$ cat src/rtl/backend_pipe_ctrl_if.sv
// Request/response bundle between the backend pipes and the stall/flush controller.
// The pipes (master) raise per-pipe stall/clear requests; the controller (slave)
// answers with the shared stage sequencing vectors, issue gate and status.
interface backend_pipe_ctrl_if #(
    parameter int CNT_W = 32
);
    logic [1:0]       ex_stall_req_i;
    logic [1:0]       m1_stall_req_i;
    logic [1:0]       m2_stall_req_i;
    logic [1:0]       ex_clr_req_i;
    logic [1:0]       m1_clr_req_i;
    logic [1:0]       m2_clr_req_i;
    logic [2:0]       stall_vec_o;
    logic [2:0]       clr_vec_o;
    logic             issue_allow_o;
    logic             frontend_flush_o;
    logic             busy_o;
    logic             timeout_o;
    logic [CNT_W-1:0] stall_cnt_o;
    logic [CNT_W-1:0] flush_cnt_o;

    modport master (
        output ex_stall_req_i, m1_stall_req_i, m2_stall_req_i,
        output ex_clr_req_i, m1_clr_req_i, m2_clr_req_i,
        input  stall_vec_o, clr_vec_o, issue_allow_o, frontend_flush_o,
        input  busy_o, timeout_o, stall_cnt_o, flush_cnt_o
    );

    modport slave (
        input  ex_stall_req_i, m1_stall_req_i, m2_stall_req_i,
        input  ex_clr_req_i, m1_clr_req_i, m2_clr_req_i,
        output stall_vec_o, clr_vec_o, issue_allow_o, frontend_flush_o,
        output busy_o, timeout_o, stall_cnt_o, flush_cnt_o
    );
endinterface

$ cat src/rtl/backend_pipe_ctrl.sv
// Stall/flush controller shared by backend pipe 0 (BPF/LSU/CSR) and pipe 1 (ALU).
// Stalls and clears act combinationally in the cycle they are requested; a clear
// that collides with a stall is parked and replayed on the first unstalled cycle.
// After every applied clear, issue is held off for REDIRECT_GAP cycles.
module backend_pipe_ctrl #(
    parameter int REDIRECT_GAP  = 2,
    parameter int STALL_TIMEOUT = 1024,
    parameter int CNT_W         = 32
) (
    input  logic               clk,
    input  logic               rst_n,
    backend_pipe_ctrl_if.slave bus
);

    localparam int            TW          = $clog2(STALL_TIMEOUT + 1);
    localparam logic [TW-1:0] TIMEOUT_VAL = TW'(STALL_TIMEOUT);
    localparam logic [2:0]    GAP_LAST    = 3'(REDIRECT_GAP - 1);

    typedef enum logic [1:0] {
        RUN      = 2'd0,
        STALL    = 2'd1,
        REDIRECT = 2'd2
    } state_t;

    state_t           state_q;
    logic [2:0]       gap_cnt_q;
    logic             issue_allow_q;
    logic             busy_q;

    logic             pend_vld_q;
    logic [1:0]       pend_stage_q;
    logic             pend_p0_q;

    logic [TW-1:0]    consec_q;
    logic             timeout_q;
    logic [CNT_W-1:0] stall_cnt_q;
    logic [CNT_W-1:0] flush_cnt_q;

    logic [2:0]       stall_hit;
    logic [2:0]       clr_hit;
    logic             stall_any;
    logic             clr_any;
    logic             new_p0;
    logic             take_new;
    logic             apply;
    logic [1:0]       apply_stage;
    logic             apply_p0;
    logic [2:0]       stall_vec;
    logic [2:0]       clr_vec;
    logic             frontend_flush;

    // Oldest requesting stage as {found, stage}; M2 is oldest, EX youngest.
    function automatic logic [2:0] highest_stage(input logic [1:0] ex,
                                                 input logic [1:0] m1,
                                                 input logic [1:0] m2);
        if (|m2) return {1'b1, 2'd2};
        if (|m1) return {1'b1, 2'd1};
        if (|ex) return {1'b1, 2'd0};
        return 3'b000;
    endfunction

    // Pipe-0 request bit at a given stage.
    function automatic logic pipe0_bit(input logic [1:0] stage,
                                       input logic [1:0] ex,
                                       input logic [1:0] m1,
                                       input logic [1:0] m2);
        case (stage)
            2'd2:    return m2[0];
            2'd1:    return m1[0];
            default: return ex[0];
        endcase
    endfunction

    // A stall at stage s freezes every younger stage as well.
    function automatic logic [2:0] stall_mask(input logic [1:0] stage);
        case (stage)
            2'd2:    return 3'b111;
            2'd1:    return 3'b011;
            default: return 3'b001;
        endcase
    endfunction

    // A clear at stage c squashes all younger stages; stage c itself is squashed
    // only when the redirect comes from pipe 1 alone, since pipe 0 is older at
    // equal stage and would otherwise have to survive.
    function automatic logic [2:0] clear_mask(input logic [1:0] stage, input logic p0);
        logic [2:0] below;
        case (stage)
            2'd2:    below = 3'b011;
            2'd1:    below = 3'b001;
            default: below = 3'b000;
        endcase
        return p0 ? below : (below | (3'b001 << stage));
    endfunction

    // Watchdog run length saturates at the timeout value so it never wraps.
    function automatic logic [TW-1:0] sat_inc(input logic [TW-1:0] v);
        return (v == TIMEOUT_VAL) ? v : v + TW'(1);
    endfunction

    // Same-cycle stall/clear arbitration: stall wins, then newest-oldest clear.
    always_comb begin
        stall_hit      = highest_stage(bus.ex_stall_req_i, bus.m1_stall_req_i, bus.m2_stall_req_i);
        clr_hit        = highest_stage(bus.ex_clr_req_i, bus.m1_clr_req_i, bus.m2_clr_req_i);
        stall_any      = rst_n & stall_hit[2];
        clr_any        = rst_n & clr_hit[2];
        new_p0         = pipe0_bit(clr_hit[1:0], bus.ex_clr_req_i, bus.m1_clr_req_i, bus.m2_clr_req_i);
        take_new       = clr_any && (!pend_vld_q || (clr_hit[1:0] > pend_stage_q));
        apply          = !stall_any && (take_new || (rst_n && pend_vld_q));
        apply_stage    = take_new ? clr_hit[1:0] : pend_stage_q;
        apply_p0       = take_new ? new_p0 : pend_p0_q;
        stall_vec      = 3'b000;
        clr_vec        = 3'b000;
        frontend_flush = 1'b0;
        if (stall_any) begin
            stall_vec = stall_mask(stall_hit[1:0]);
            clr_vec   = 3'b001 << stall_hit[1:0];
        end else if (apply) begin
            clr_vec        = clear_mask(apply_stage, apply_p0);
            frontend_flush = 1'b1;
        end
    end

    // Park the oldest clear seen while stalled; drop it once it has been applied.
    always_ff @(posedge clk) begin
        if (!rst_n) begin
            pend_vld_q <= 1'b0;
        end else if (stall_any) begin
            if (take_new) begin
                pend_vld_q   <= 1'b1;
                pend_stage_q <= clr_hit[1:0];
                pend_p0_q    <= new_p0;
            end
        end else begin
            pend_vld_q <= 1'b0;
        end
    end

    // Control FSM with registered issue gate and busy flag.
    always_ff @(posedge clk) begin
        if (!rst_n) begin
            state_q       <= RUN;
            gap_cnt_q     <= 3'd0;
            issue_allow_q <= 1'b1;
            busy_q        <= 1'b0;
        end else if (apply) begin
            state_q       <= REDIRECT;
            gap_cnt_q     <= GAP_LAST;
            issue_allow_q <= 1'b0;
            busy_q        <= 1'b1;
        end else if ((state_q == REDIRECT) && (gap_cnt_q != 3'd0)) begin
            state_q       <= REDIRECT;
            gap_cnt_q     <= gap_cnt_q - 3'd1;
            issue_allow_q <= 1'b0;
            busy_q        <= 1'b1;
        end else if (stall_any) begin
            state_q       <= STALL;
            issue_allow_q <= 1'b1;
            busy_q        <= 1'b1;
        end else begin
            state_q       <= RUN;
            issue_allow_q <= 1'b1;
            busy_q        <= 1'b0;
        end
    end

    // Consecutive-stall watchdog with sticky timeout flag.
    always_ff @(posedge clk) begin
        if (!rst_n) begin
            consec_q  <= '0;
            timeout_q <= 1'b0;
        end else if (stall_any) begin
            consec_q <= sat_inc(consec_q);
            if (sat_inc(consec_q) == TIMEOUT_VAL) begin
                timeout_q <= 1'b1;
            end
        end else begin
            consec_q <= '0;
        end
    end

    // Free-running performance counters, wrapping naturally at 2^CNT_W.
    always_ff @(posedge clk) begin
        if (!rst_n) begin
            stall_cnt_q <= '0;
            flush_cnt_q <= '0;
        end else begin
            stall_cnt_q <= stall_cnt_q + CNT_W'(stall_any);
            flush_cnt_q <= flush_cnt_q + CNT_W'(apply);
        end
    end

    assign bus.stall_vec_o      = stall_vec;
    assign bus.clr_vec_o        = clr_vec;
    assign bus.frontend_flush_o = frontend_flush;
    assign bus.issue_allow_o    = issue_allow_q;
    assign bus.busy_o           = busy_q;
    assign bus.timeout_o        = timeout_q;
    assign bus.stall_cnt_o      = stall_cnt_q;
    assign bus.flush_cnt_o      = flush_cnt_q;

endmodule

$ cat src/flat_wrapper.sv
// flat-port wrapper written by rule: the top's interface ports become plain ports
module backend_pipe_ctrl_flat 
#(
    parameter int REDIRECT_GAP  = 2,
    parameter int STALL_TIMEOUT = 1024,
    parameter int CNT_W         = 32
)
  (clk, rst_n, bus_ex_stall_req_i, bus_m1_stall_req_i, bus_m2_stall_req_i, bus_ex_clr_req_i, bus_m1_clr_req_i, bus_m2_clr_req_i, bus_stall_vec_o, bus_clr_vec_o, bus_issue_allow_o, bus_frontend_flush_o, bus_busy_o, bus_timeout_o, bus_stall_cnt_o, bus_flush_cnt_o);
  backend_pipe_ctrl_if #(.CNT_W(CNT_W)) bus_i ();
  input  logic clk;
  input  logic rst_n;
  input wire logic [$bits(bus_i.ex_stall_req_i)-1:0] bus_ex_stall_req_i;
  input wire logic [$bits(bus_i.m1_stall_req_i)-1:0] bus_m1_stall_req_i;
  input wire logic [$bits(bus_i.m2_stall_req_i)-1:0] bus_m2_stall_req_i;
  input wire logic [$bits(bus_i.ex_clr_req_i)-1:0] bus_ex_clr_req_i;
  input wire logic [$bits(bus_i.m1_clr_req_i)-1:0] bus_m1_clr_req_i;
  input wire logic [$bits(bus_i.m2_clr_req_i)-1:0] bus_m2_clr_req_i;
  output wire logic [$bits(bus_i.stall_vec_o)-1:0] bus_stall_vec_o;
  output wire logic [$bits(bus_i.clr_vec_o)-1:0] bus_clr_vec_o;
  output wire logic [$bits(bus_i.issue_allow_o)-1:0] bus_issue_allow_o;
  output wire logic [$bits(bus_i.frontend_flush_o)-1:0] bus_frontend_flush_o;
  output wire logic [$bits(bus_i.busy_o)-1:0] bus_busy_o;
  output wire logic [$bits(bus_i.timeout_o)-1:0] bus_timeout_o;
  output wire logic [$bits(bus_i.stall_cnt_o)-1:0] bus_stall_cnt_o;
  output wire logic [$bits(bus_i.flush_cnt_o)-1:0] bus_flush_cnt_o;
  assign bus_i.ex_stall_req_i = bus_ex_stall_req_i;
  assign bus_i.m1_stall_req_i = bus_m1_stall_req_i;
  assign bus_i.m2_stall_req_i = bus_m2_stall_req_i;
  assign bus_i.ex_clr_req_i = bus_ex_clr_req_i;
  assign bus_i.m1_clr_req_i = bus_m1_clr_req_i;
  assign bus_i.m2_clr_req_i = bus_m2_clr_req_i;
  assign bus_stall_vec_o = bus_i.stall_vec_o;
  assign bus_clr_vec_o = bus_i.clr_vec_o;
  assign bus_issue_allow_o = bus_i.issue_allow_o;
  assign bus_frontend_flush_o = bus_i.frontend_flush_o;
  assign bus_busy_o = bus_i.busy_o;
  assign bus_timeout_o = bus_i.timeout_o;
  assign bus_stall_cnt_o = bus_i.stall_cnt_o;
  assign bus_flush_cnt_o = bus_i.flush_cnt_o;
  backend_pipe_ctrl #(.REDIRECT_GAP(REDIRECT_GAP), .STALL_TIMEOUT(STALL_TIMEOUT), .CNT_W(CNT_W)) u_core (.clk(clk), .rst_n(rst_n), .bus(bus_i));
endmodule
$ cat config.mk
export PLATFORM = sky130hd
export DESIGN_NAME = backend_pipe_ctrl_flat
export DESIGN_NICKNAME = d
export VERILOG_FILES = /design/src/rtl/backend_pipe_ctrl_if.sv /design/src/rtl/backend_pipe_ctrl.sv /design/src/flat_wrapper.sv
export SDC_FILE = /design/constraint.sdc
export NUM_CORES = 1
export LEC_CHECK = 0
export BUFFER_PORTS_ARGS = -buffer_cell sky130_fd_sc_hd__buf_2
export CORE_MARGIN = 5
export CORE_UTILIZATION = 30
export DETAILED_ROUTE_END_ITERATION = 8
export RECOVER_POWER = 25
export REMOVE_ABC_BUFFERS = 1
export SLEW_MARGIN = 15
export SYNTH_ARGS = -nofsm -noshare
export SYNTH_HDL_FRONTEND = slang
export SYNTH_SLANG_ARGS = --single-unit
$ cat constraint.sdc
create_clock -name clk -period 3.9 [get_ports clk]
set_clock_uncertainty 0.15 [all_clocks]
set_input_delay 0.195 -clock clk [delete_from_list [all_inputs] [get_ports clk]]
set_output_delay 0.195 -clock clk [all_outputs]
set_load 0.01 [all_outputs]
---- After elaboration in Yosys (flattened, before gate mapping) ----
Cells that the tools add are included.
storage, ports and cells
  register bits after elaboration ......... 87
  input port bits ......................... 14
cells by class
  add/sub/neg operators ................... 4
  magnitude comparators ................... 1
  equal/unequal tests ..................... 9
  shift-type cells ........................ 2
  mux-type cells .......................... 48
  bitwise logic cells ..................... 4
  reductions and logical operators ........ 20
operators with widths
  operator                 count
  $add A32 B1 Y32          2
  $mux W3                  18
  $mux W1                  23
  $eq A11 B11 Y1 const B   2
  $reduce_or A2 Y1         7
  $add A11 B1 Y11 const B  1
  $mux W11                 1
  $eq A2 B2 Y1 const B     4
  $eq A2 B1 Y1 const B     3
  $mux W2                  3
  $pmux W3 S2              1
  $shl A1 B2 Y3 const A    2
  $logic_and A1 B1 Y1      4
  $pmux W2 S2              1
  $reduce_and A2 Y1        2
  $or A3 B3 Y3             1
  $reduce_bool A3 Y1       1
  $reduce_or A3 Y1         1
  $sub A3 B1 Y3 const B    1
  $and A1 B1 Y1            2
  $gt A2 B2 Y1             1
  $logic_not A1 Y1         2
  $logic_or A1 B1 Y1       2
  $pmux W1 S2              1
  other kinds (2)          2

---- Depth between registers and ports, before layout ----
Gate-level depths: netlist of run 1.
  depth after elaboration ................. 20
  gate-level depth with buffers ........... 14
  depth with buffers taken out ............ 14

---- Least setup slack after synthesis of run 1 ----
OpenSTA, ideal clock, no wires.
  path type ............................... input-to-reg
  start point ............................. input bus_m2_stall_req_i[1]
  end point ............................... register u_core.flush_cnt_q[22], in the netlist u_core.bus.flush_cnt_o[22]
  arrival ................................. 3.113 ns
  setup slack ............................. 0.522 ns
  cell stages on the path ................. 11
  path buffers ............................ 0
  cells stage by stage .................... or4_1 or3_1 or3b_2 inv_1 ha_1 ha_1 nand3_1 nor3_1 nand4_1 xnor2_1 and2_1
between the ends
  cells in the longest elaborated chain, start to end .. 7
RTL lines
  what                    RTL line                  source
  start: declaration      flat_wrapper.sv:14        input wire logic [$bits(bus_i.m2_stall_req_i)-1:0] bus_m2_stall_req_i;
  $reduce_or A2 Y1        backend_pipe_ctrl.sv:56   if (|m2) return {1'b1, 2'd2};
  $mux W1                 backend_pipe_ctrl.sv:56
  $mux W3                 backend_pipe_ctrl.sv:57   if (|m1) return {1'b1, 2'd1};
  $and A1 B1 Y1           backend_pipe_ctrl.sv:105  stall_any = rst_n & stall_hit[2];
  $logic_not A1 Y1        backend_pipe_ctrl.sv:109  apply = !stall_any && (take_new || (rst_n && pend_vld_q));
  $logic_and A1 B1 Y1     backend_pipe_ctrl.sv:109
  $add A32 B1 Y32         backend_pipe_ctrl.sv:189  flush_cnt_q <= flush_cnt_q + CNT_W'(apply);
  end signal: assignment  backend_pipe_ctrl.sv:189
  end: declaration        backend_pipe_ctrl.sv:37   logic [CNT_W-1:0] flush_cnt_q;
Every way passes these cells.
A chain may end at the register's enable or synchronous reset.

---- Worst setup path in the final report of run 1 ----
Ends and elaborated chain as after synthesis.

==> results of run 1 <==
==> cells by family (layout without fill, tap and decap cells) <==
logic type / Yosys count / after routing / synth area share, %
AOI/OAI and AO/OA: 35 / 35 / 5.48
xor gates and xnor gates: 66 / 66 / 14.6
adders and majority gates: 12 / 12 / 3.78
buffers and inverters: 34 / 126 / 3.53
DFF: 87 / 87 / 44.6
muxes: 2 / 2 / 0.504
and+or+nand+nor: 219 / 219 / 27.5
==> sequential cells by signal, indices dropped and copies added, names as in the netlist <==
name	flops
u_core.bus.timeout_o	1
u_core.gap_cnt_q	3
u_core.pend_stage_q	2
u_core.state_q	2
u_core.pend_vld_q	1
u_core.consec_q	11
u_core.bus.busy_o	1
u_core.bus.issue_allow_o	1
u_core.pend_p0_q	1
u_core.bus.flush_cnt_o	32
u_core.bus.stall_cnt_o	32
==> metrics by stage <==
stage / utilization, % / hold WS, ns
2_1_floorplan: - / 0.155
3_3_place_gp: 35.1 / 0.307
3_5_place_dp: 35.1 / 0.317
4_1_cts: 37.1 / 0.0647
5_1_grt: 36.7 / 0.120
6_report: 36.7 / 0.0713
==> power by group through the flow <==
stage | registers (uW) | clock network, uW | logic, uW
final | 913 | 782 | 86.6
after global placement | 932 | 0 | 86.2
after floorplan | 932 | 0 | 52.4
after CTS | 913 | 809 | 89.4
after detailed placement | 933 | 0 | 89.2
after global routing | 914 | 848 | 99.1
==> area by class of cell <==
| class | instances | area (sq um) | area share [%] |
|---|---|---|---|
| Tap cell | 176 | 220 | 4.58 |
| Sequential cell | 87 | 1770 | 36.9 |
| Clock buffer | 9 | 225 | 4.69 |
| Inverter | 20 | 75.1 | 1.56 |
| Multi-Input combinational cell | 334 | 2060 | 42.9 |
| Timing Repair Buffer | 91 | 414 | 8.62 |
| Clock inverter | 6 | 38.8 | 0.807 |
==> worst max-delay path, delay by kind of cell <==
| kind | cells | cell delay, ns |
|---|---|---|
| xor+xnor | 1 | 0.14 |
| simple gates | 7 | 2.24 |
| buf+inv | 2 | 0.29 |
| fa+ha+maj | 2 | 0.48 |
==> how the worst min path moves through the flow <==
stage / cells after the start / start / to
6_report: 5 / bus_ex_clr_req_i[1] / u_core.pend_vld_q
5_1_grt: 5 / bus_ex_clr_req_i[1] / u_core.pend_vld_q
4_1_cts: 5 / bus_ex_clr_req_i[1] / u_core.pend_vld_q
3_5_place_dp: 2 / u_core.pend_vld_q / u_core.pend_vld_q
3_3_place_gp: 2 / u_core.pend_vld_q / u_core.pend_vld_q
2_1_floorplan: 1 / rst_n / u_core.bus.issue_allow_o
==> metal layers <==
| layer | part of all wire, % | vias to the layer above | global-route usage, % |
|---|---|---|---|
| li1 | - | 1718 | - |
| met1 | 48 | 1583 | 15.3 |
| met2 | 46 | 69 | 18.5 |
| met3 | 5.2 | 9 | 3.88 |
| met4 | 1.4 | 0 | 4.15 |
| met5 | 0 | - | 0 |
==> cell usage in the layout, fill, tap and decap left out, types with 12 or more instances in the layout <==
master     n
nand4_1   18
nand2_1   28
and2_1    13
inv_1     19
xnor2_1   23
dfxtp_1   84
ha_1      12
nor2_1    79
clkbuf_1  41
xor2_1    43
buf_2     46
nand3_1   30
==> Yosys cell counts, types with 4 or more instances <==
master / count / area, sq um
or3_1: 11 / 68.8
o21ai_0: 11 / 55.1
xor2_1: 43 / 377
nand4_1: 18 / 113
nor3_1: 9 / 45.0
nor2_1: 79 / 297
xnor2_1: 23 / 201
dfxtp_1: 84 / 1680
buf_1: 4 / 15.0
nand3_1: 30 / 150
a21oi_1: 10 / 50.1
clkbuf_1: 7 / 26.3
inv_1: 20 / 75.1
and4_1: 9 / 78.8
and2_1: 13 / 81.3
nand2_1: 28 / 105
and3_1: 10 / 62.6
ha_1: 12 / 150
==> flow_summary.toml, run 1 <==
[yosys]
synth_edf_count = 3
postSynthCellCount = 455
synth_async_sr_flop_share_pct = 0
synth_seq_cells = 87
syn_area_per_cell_sq_um = 8.73
yosysUniqueCellTypes = 43
synth_ff_type = "dfxtp_1"
synth_seq_area_share_pct = 44.6
synth_area_sq_mm = 0.00397
synth_warnings = 0

[grt]
antenna_found_initial = 0
grt_pass1_wl_mm = 15.4
grt_max_degree = 59
grt_pass1_vias = 3219
gr-usage-all-layers_pct = 11.8
overflow = 0

[finish]
num_antenna_cells = 0
area_delta_synth_final_pct = 21.0
drive_gt1_share_pct = 13.2
final_area_sq_mm = 0.00480
nFillCells = 1371
nets = 569
final_cells = 723

[floorplanning]
die_area_sq_mm = 0.0156
start_util_pct = 30.3
core-area_sq_mm = 0.0131
rows = 42
die_y_um = 125
boundaryPins = 88
die_width_um = 125

[routing]
vias = 3379
drc_errors = 0
dr.pass1.iters = 4
wl_per_cell_um = 12.9
ant_nets = 0
first_iter_violations = 186
wl_mm = 9.33
vias_per_cell = 4.67

[timing]
min_period_over_period_pct = 83.3
finalSetupViolations = 0
finalHoldViolations = 0
relSlewSlack_pct = 41.6
max_freq_ghz = 0.308
rsz0062_at_grt = "false"
tightest_slew_ns = 0.874
finalSetupTns_ns = 0
layout_setup_ws_ns = 0.653
final_max_slew_viol_count = 0
final.min_clock_period_ns = 3.25

[clock_tree]
postCtsHoldBufs = 0
cts_tree = "done"
cts_buffers = 9
cts_setup_buffers = 0
clk_path_buf_depth = 2
worstSkewPairLatency_ns = 0.34
path_clk_slew_ns = 0.07
cts_sinks = 87
cts_root_buf = "clkbuf_16"
cts_resized = 0
h-tree-depth = 3

[worst_setup_path]
cp_max_fo = 5
reg2regPathDepth = 11
crit_slowest_cell = "or4_1"
max_stage_delay_ns = 0.56
cp-start-kind = "primary input"
worstReg2RegEnd = "u_core.bus.flush_cnt_o[22]"
cp-endpoint = "u_core.bus.flush_cnt_o[22]"
rrSetupSlack_ns = 1.07
cp_common_cell = "ha_1"
worstPathArrival_ns = 3.34
r2r_start = "u_core.pend_vld_q"
worstSetupStartpoint = "bus_m2_stall_req_i[1]"
cp_cell_sequence = "buf_2 -> or4_1 -> or3_1 -> or3b_2 -> inv_1 -> ha_1 -> ha_1 -> nand3_1 -> nor3_1 -> nand4_1 -> xnor2_1 -> and2_1"
cp.required_ns = 3.99
crit_type = "primary input to flip-flop"
endpoint_kind = "flip-flop"

[min_path]
hp-class = "primary input to flip-flop"

[placement]
dp_hpwl_mm = 6.81
place_congestion = 0.788
place_area_sq_mm = 0.00459
port_buffers = 87
dp.cells = 708
place_ws_ns = 0.290

[power_and_ir_drop]
cellPowerDensity_mw_per_mm2 = 371
p_switching_uw = 418
p_comb_share_pct = 4.9
p_int_uw = 1360
pwr-share-clk_pct = 43.9
ir_drop_v = 0.000154
total_power_uw = 1780
p_seq_share_pct = 51.2
switching_share_pct = 23.5
p_leak_uw = 0.00191

[outcome]
outcome = "complete, no violations"

[job]
max_cap_violations = 0
No activity file was read; power rests on OpenSTA's default activity.
==> run 2: changes to the inputs <==
ABC_AREA = 1   (was not set)
clock period = 2.7 ns   (was 3.9 ns; I/O delays follow)
==> flow_summary.toml, run 2 <==
[finish]
area_delta_synth_final_pct = 22.1
multiInputGateArea_sq_mm = 0.00258
nets = 816
register_area_sq_mm = 0.00177
nFillCells = 1655
final_util_pct = 37.5
drive_gt1_share_pct = 15.8
final_common_cell = "nand2_1"
final_cell_mix = "nand2_1, nor2_1, inv_1"

[power_and_ir_drop]
p_switching_uw = 648
p_int_uw = 2130
switching_share_pct = 23.4
p_comb_share_pct = 6.8
ir_drop_v = 0.000293
p_leak_uw = 0.00228
cellPowerDensity_mw_per_mm2 = 483
p_seq_share_pct = 47.6
pwr-share-clk_pct = 45.6

[timing]
relSlewSlack_pct = 62.1
max_freq_ghz = 0.378
finalHoldViolations = 0
finalSetupViolations = 0
hold_ws_ns = 0.137
finalSetupTns_ns = 0
final.min_clock_period_ns = 2.64
layout_setup_ws_ns = 0.0560
min_period_over_period_pct = 97.9
final_max_slew_viol_count = 0
tightest_slew_ns = 0.569
rsz0062_at_grt = "true"

[placement]
place_ws_ns = 0.0631
place_congestion = 0.862
port_buffers = 87
dp_hpwl_mm = 9.48

[grt]
grt_pass1_wl_mm = 20.6
grt_pass1_vias = 4243
antenna_found_initial = 1
overflow = 0
grt_max_degree = 49
gr-usage-all-layers_pct = 14.0

[routing]
ant_nets = 0
drc_errors = 0
vias = 4517
first_iter_violations = 272
vias_per_cell = 4.49
wl_mm = 12.5
wl_per_cell_um = 12.4
dr.pass1.iters = 5

[clock_tree]
cts_sinks = 87
cts_buffers = 9
clk_path_buf_depth = 2
h-tree-depth = 3
cts_tree = "done"
worstSkewPairLatency_ns = 0.35
cts_root_buf = "clkbuf_16"
path_clk_slew_ns = 0.07

[worst_setup_path]
endpoint_kind = "output port"
worstPathArrival_ns = 2.36
cp-start-kind = "flip-flop"
rrSetupSlack_ns = 0.46
cp_max_fo = 5
cp.required_ns = 2.41
crit_type = "flip-flop to output port"

[yosys]
postSynthCellCount = 694
synth_warnings = 0
synth_top_area_share_pct = 35.8
synth_area_sq_mm = 0.00470
synth_edf_count = 3
synth_top_area_cell = "dfxtp_1"
synth_seq_cells = 87
synth_ff_type = "dfxtp_1"
ys_top_cells_by_area = "dfxtp_1, nand2_1, nor2_1, inv_1, a21oi_1"
syn_area_per_cell_sq_um = 6.78
synth_most_common_cell = "nand2_1"
yosysUniqueCellTypes = 40
synthTopCellsByCount = "nand2_1, nor2_1, inv_1"
synth_seq_area_share_pct = 37.7
synth_async_sr_flop_share_pct = 0

[floorplanning]
die_width_um = 135
rows = 45
start_util_pct = 30.7
die_area_sq_mm = 0.0183
die_y_um = 135
core-area_sq_mm = 0.0153
boundaryPins = 88

[outcome]
outcome = "complete, no violations"

[job]
max_cap_violations = 0

[min_path]
hp-class = "primary input to flip-flop"
==> run 2: layout make-up <==
cell class | count | share of cell area [%]
inverters | 98 | 6.41
flip-flops and latches | 87 | 30.9
repair buffers | 96 | 7.95
well taps | 211 | 4.60
diodes | 1 | 0.0436
clock inverters | 3 | 0.763
clock buffers | 13 | 4.36
multi-input cells | 498 | 45.0
==> run 2: final timing paths <==
kind	startpoint	endpoint	cells past startpoint
hold reg to reg	u_core.bus.timeout_o	u_core.bus.timeout_o	2
hold / removal	rst_n	u_core.bus.busy_o	4
setup reg to reg	u_core.pend_vld_q	u_core.bus.flush_cnt_o[24]	12
setup / recovery	u_core.pend_stage_q[1]	bus_clr_vec_o[0]	15
==> run 2: power by group through the flow <==
stage	combinational, uW	clock [uW]	sequential (uW)
floorplan	97.9	0	1350
global placement	155	0	1350
detailed placement	159	0	1350
CTS	165	1300	1320
global route	215	1350	1320
finish	189	1270	1320
==> run 2: kinds of logic (layout without fill, tap and decap cells) <==
kind of cell | after synthesis | in the layout | synth area share [%]
xor+xnor | 17 | 17 | 3.17
simple gates | 397 | 397 | 39.1
other cells | 0 | 1 | 0
fa+ha+maj | 12 | 12 | 3.19
flops | 87 | 87 | 37.7
compound gates | 72 | 72 | 8.01
buf+inv | 109 | 210 | 8.89
==> run 2: timing repair <==
action                     CTS  global route
setup endpoints to repair    3             3
hold buffers                 0             0
setup buffers                0             1
pin swaps                    4            10
gates resized for setup      7            15
==> run 2: per-stage QoR <==
stage	area (sq um)	std cells	total power, uW
after floorplan	4650	683	1440
after global placement	5410	989	1500
after detailed placement	5410	989	1510
after CTS	5730	1005	2780
after global routing	5740	1007	2890
final	5740	1007	2770
==> run 2: layer usage <==
metal / global-route usage (%) / up-vias / share of wire, %
li1: - / 2397 / -
met5: 0 / - / 0
met4: 4.37 / 0 / 0.93
met2: 22.7 / 108 / 46
met3: 3.01 / 8 / 5.0
met1: 18.7 / 2004 / 48
==> run 2: worst max-delay path: stages, from the launching register on <==
cell and delay (ns):
edfxtp_1 0.42, inv_2 0.10, ha_4 0.21, inv_2 0.04, nor2_1 0.03, o21ai_1 0.12, nand2_1 0.10, nand3_4 0.10
inv_2 0.05, or2_4 0.23, o21ai_4 0.08, ha_4 0.23, nand2_2 0.06, nand3_2 0.07, nand2_1 0.06, buf_2 0.12
==> run 3: changes to the inputs <==
CTS_BUF_LIST = sky130_fd_sc_hd__clkbuf_8   (was not set)
clock period = 2.3 ns   (was 2.7 ns; I/O delays follow)
==> flow_summary.toml, run 3 (synthesis results as in run 2) <==
[finish]
final_area_sq_mm = 0.00596
final_cells = 1035
final_common_cell = "nand2_1"
nets = 844
final_util_pct = 38.9
final_cell_mix = "nand2_1, nor2_1, inv_1"
nFillCells = 1688
area_delta_synth_final_pct = 26.7
drive_gt1_share_pct = 20.4

[timing]
max_freq_ghz = 0.376
final.min_clock_period_ns = 2.66
finalSetupViolations = 4
layout_setup_ws_ns = -0.361
min_period_over_period_pct = 116
relSlewSlack_pct = 51.8
tightest_slew_ns = 0.724
final_max_slew_viol_count = 0
finalHoldViolations = 0
rsz0062_at_grt = "true"
hold_ws_ns = 0.0312

[worst_setup_path]
crit_family = "buffers and inverters"
max_stage_delay_ns = 0.40
worstPathArrival_ns = 2.64
cp_cell_sequence = "inv_2 -> ha_4 -> inv_2 -> nor2_1 -> o21ai_1 -> nand2_1 -> nand3_2 -> buf_6 -> buf_6 -> o21ai_4 -> inv_2 -> buf_4 -> buf_4 -> buf_4 -> buf_4 -> buf_4 -> buf_4"
crit_slowest_cell = "edfxtp_1"
cp_common_cell = "buf_4"
cp-start-kind = "flip-flop"
cp_max_fo = 3
cp.required_ns = 2.28
cp.depth = 17
endpoint_kind = "flip-flop"
crit_type = "flip-flop to flip-flop"
reg2regPathDepth = 17
cp_num_buf_inv = 11

[floorplanning]
die_area_sq_mm = 0.0183
start_util_pct = 30.7
die_width_um = 135
die_y_um = 135
rows = 45
core-area_sq_mm = 0.0153
boundaryPins = 88

[grt]
gr-usage-all-layers_pct = 14.4
grt_pass1_vias = 4397
grt_pass1_wl_mm = 21.2
grt_max_degree = 49
antenna_found_initial = 1
overflow = 0

[routing]
dr.pass1.iters = 4
wl_per_cell_um = 12.4
drc_errors = 0
wl_mm = 12.8
vias = 4598
first_iter_violations = 307
vias_per_cell = 4.44
ant_nets = 0

[power_and_ir_drop]
p_leak_uw = 0.00240
cellPowerDensity_mw_per_mm2 = 486
ir_drop_v = 0.000215

[clock_tree]
cts_root_buf = "clkbuf_8"
clk_path_buf_depth = 2
cts_sinks = 87
worstSkewPairLatency_ns = 0.37
cts_tree = "done"
cts_buffers = 9
path_clk_slew_ns = 0.09
h-tree-depth = 3

[placement]
port_buffers = 87
place_congestion = 0.878
dp_hpwl_mm = 9.67
place_area_sq_mm = 0.00557
dp.cells = 1010

[job]
max_cap_violations = 0

[outcome]
violations = "negative setup slack"
outcome = "complete, but fails checks"

[min_path]
hp-class = "primary input to flip-flop"
whs_path_depth = 4
run 3: metrics by stage:
step | setup TNS, ns | total power, uW | worst slack (ns)
CTS | -1.43 | 2920 | -0.391
global placement | -1.14 | 1780 | -0.219
detailed placement | -1.75 | 1780 | -0.300
finish | -1.38 | 2890 | -0.361
floorplan | -1.48 | 1700 | -0.256
global route | -2.02 | 3040 | -0.510
run 3: worst register-to-register path, stage by stage (launching register included):
cell      delay, ns
edfxtp_1       0.40
inv_2          0.06
ha_4           0.26
inv_2          0.03
nor2_1         0.07
o21ai_1        0.06
nand2_1        0.08
nand3_2        0.09
buf_6          0.15
buf_6          0.11
o21ai_4        0.15
inv_2          0.08
buf_4          0.13
buf_4          0.12
buf_4          0.12
buf_4          0.12
buf_4          0.12
buf_4          0.12
run 3: path summary, 6_finish.rpt:
kind | from | end | slack (ns)
min reg2reg | u_core.bus.timeout_o | u_core.bus.timeout_o | 0.30
max reg2reg | u_core.pend_stage_q[1] | u_core.pend_stage_q[0] | -0.36
max | u_core.pend_stage_q[1] | u_core.pend_stage_q[0] | -0.36
min | rst_n | u_core.bus.stall_cnt_o[0] | 0.03
run 3: per-layer routing:
layer	routed length [um]	track usage [%]	share of wire, %	up-vias
met3	404	2.12	3.1	23
met5	0	0	0	-
met4	344	6.77	2.7	0
met1	6230	18.9	49	2045
li1	-	-	-	2452
met2	5860	23.1	46	78
run 3: power by group:
| part | internal, uW | switching [uW] | leakage (uW) |
|---|---|---|---|
| Combinational | 121 | 148 | 0.00158 |
| Sequential | 1530 | 15.1 | 0.000708 |
| Clock | 519 | 557 | 0.000106 |
run 3: timing repair:
item	CTS	global route
hold buffers	0	0
gates cloned	0	0
endpoints found under the setup margin	3	12
pin swaps	9	17
gates resized for setup	14	33
setup buffers	7	1
run 3: final cells by class:
class                           count  area, sq um  share of cell area, %
Multi-Input combinational cell    498         2680                   45.0
Antenna cell                        1         2.50                 0.0420
Clock inverter                      6         53.8                  0.903
Inverter                           98          368                   6.17
Clock buffer                       10          138                   2.31
Timing Repair Buffer              124          679                   11.4
Tap cell                          211          264                   4.43
Sequential cell                    87         1770                   29.8
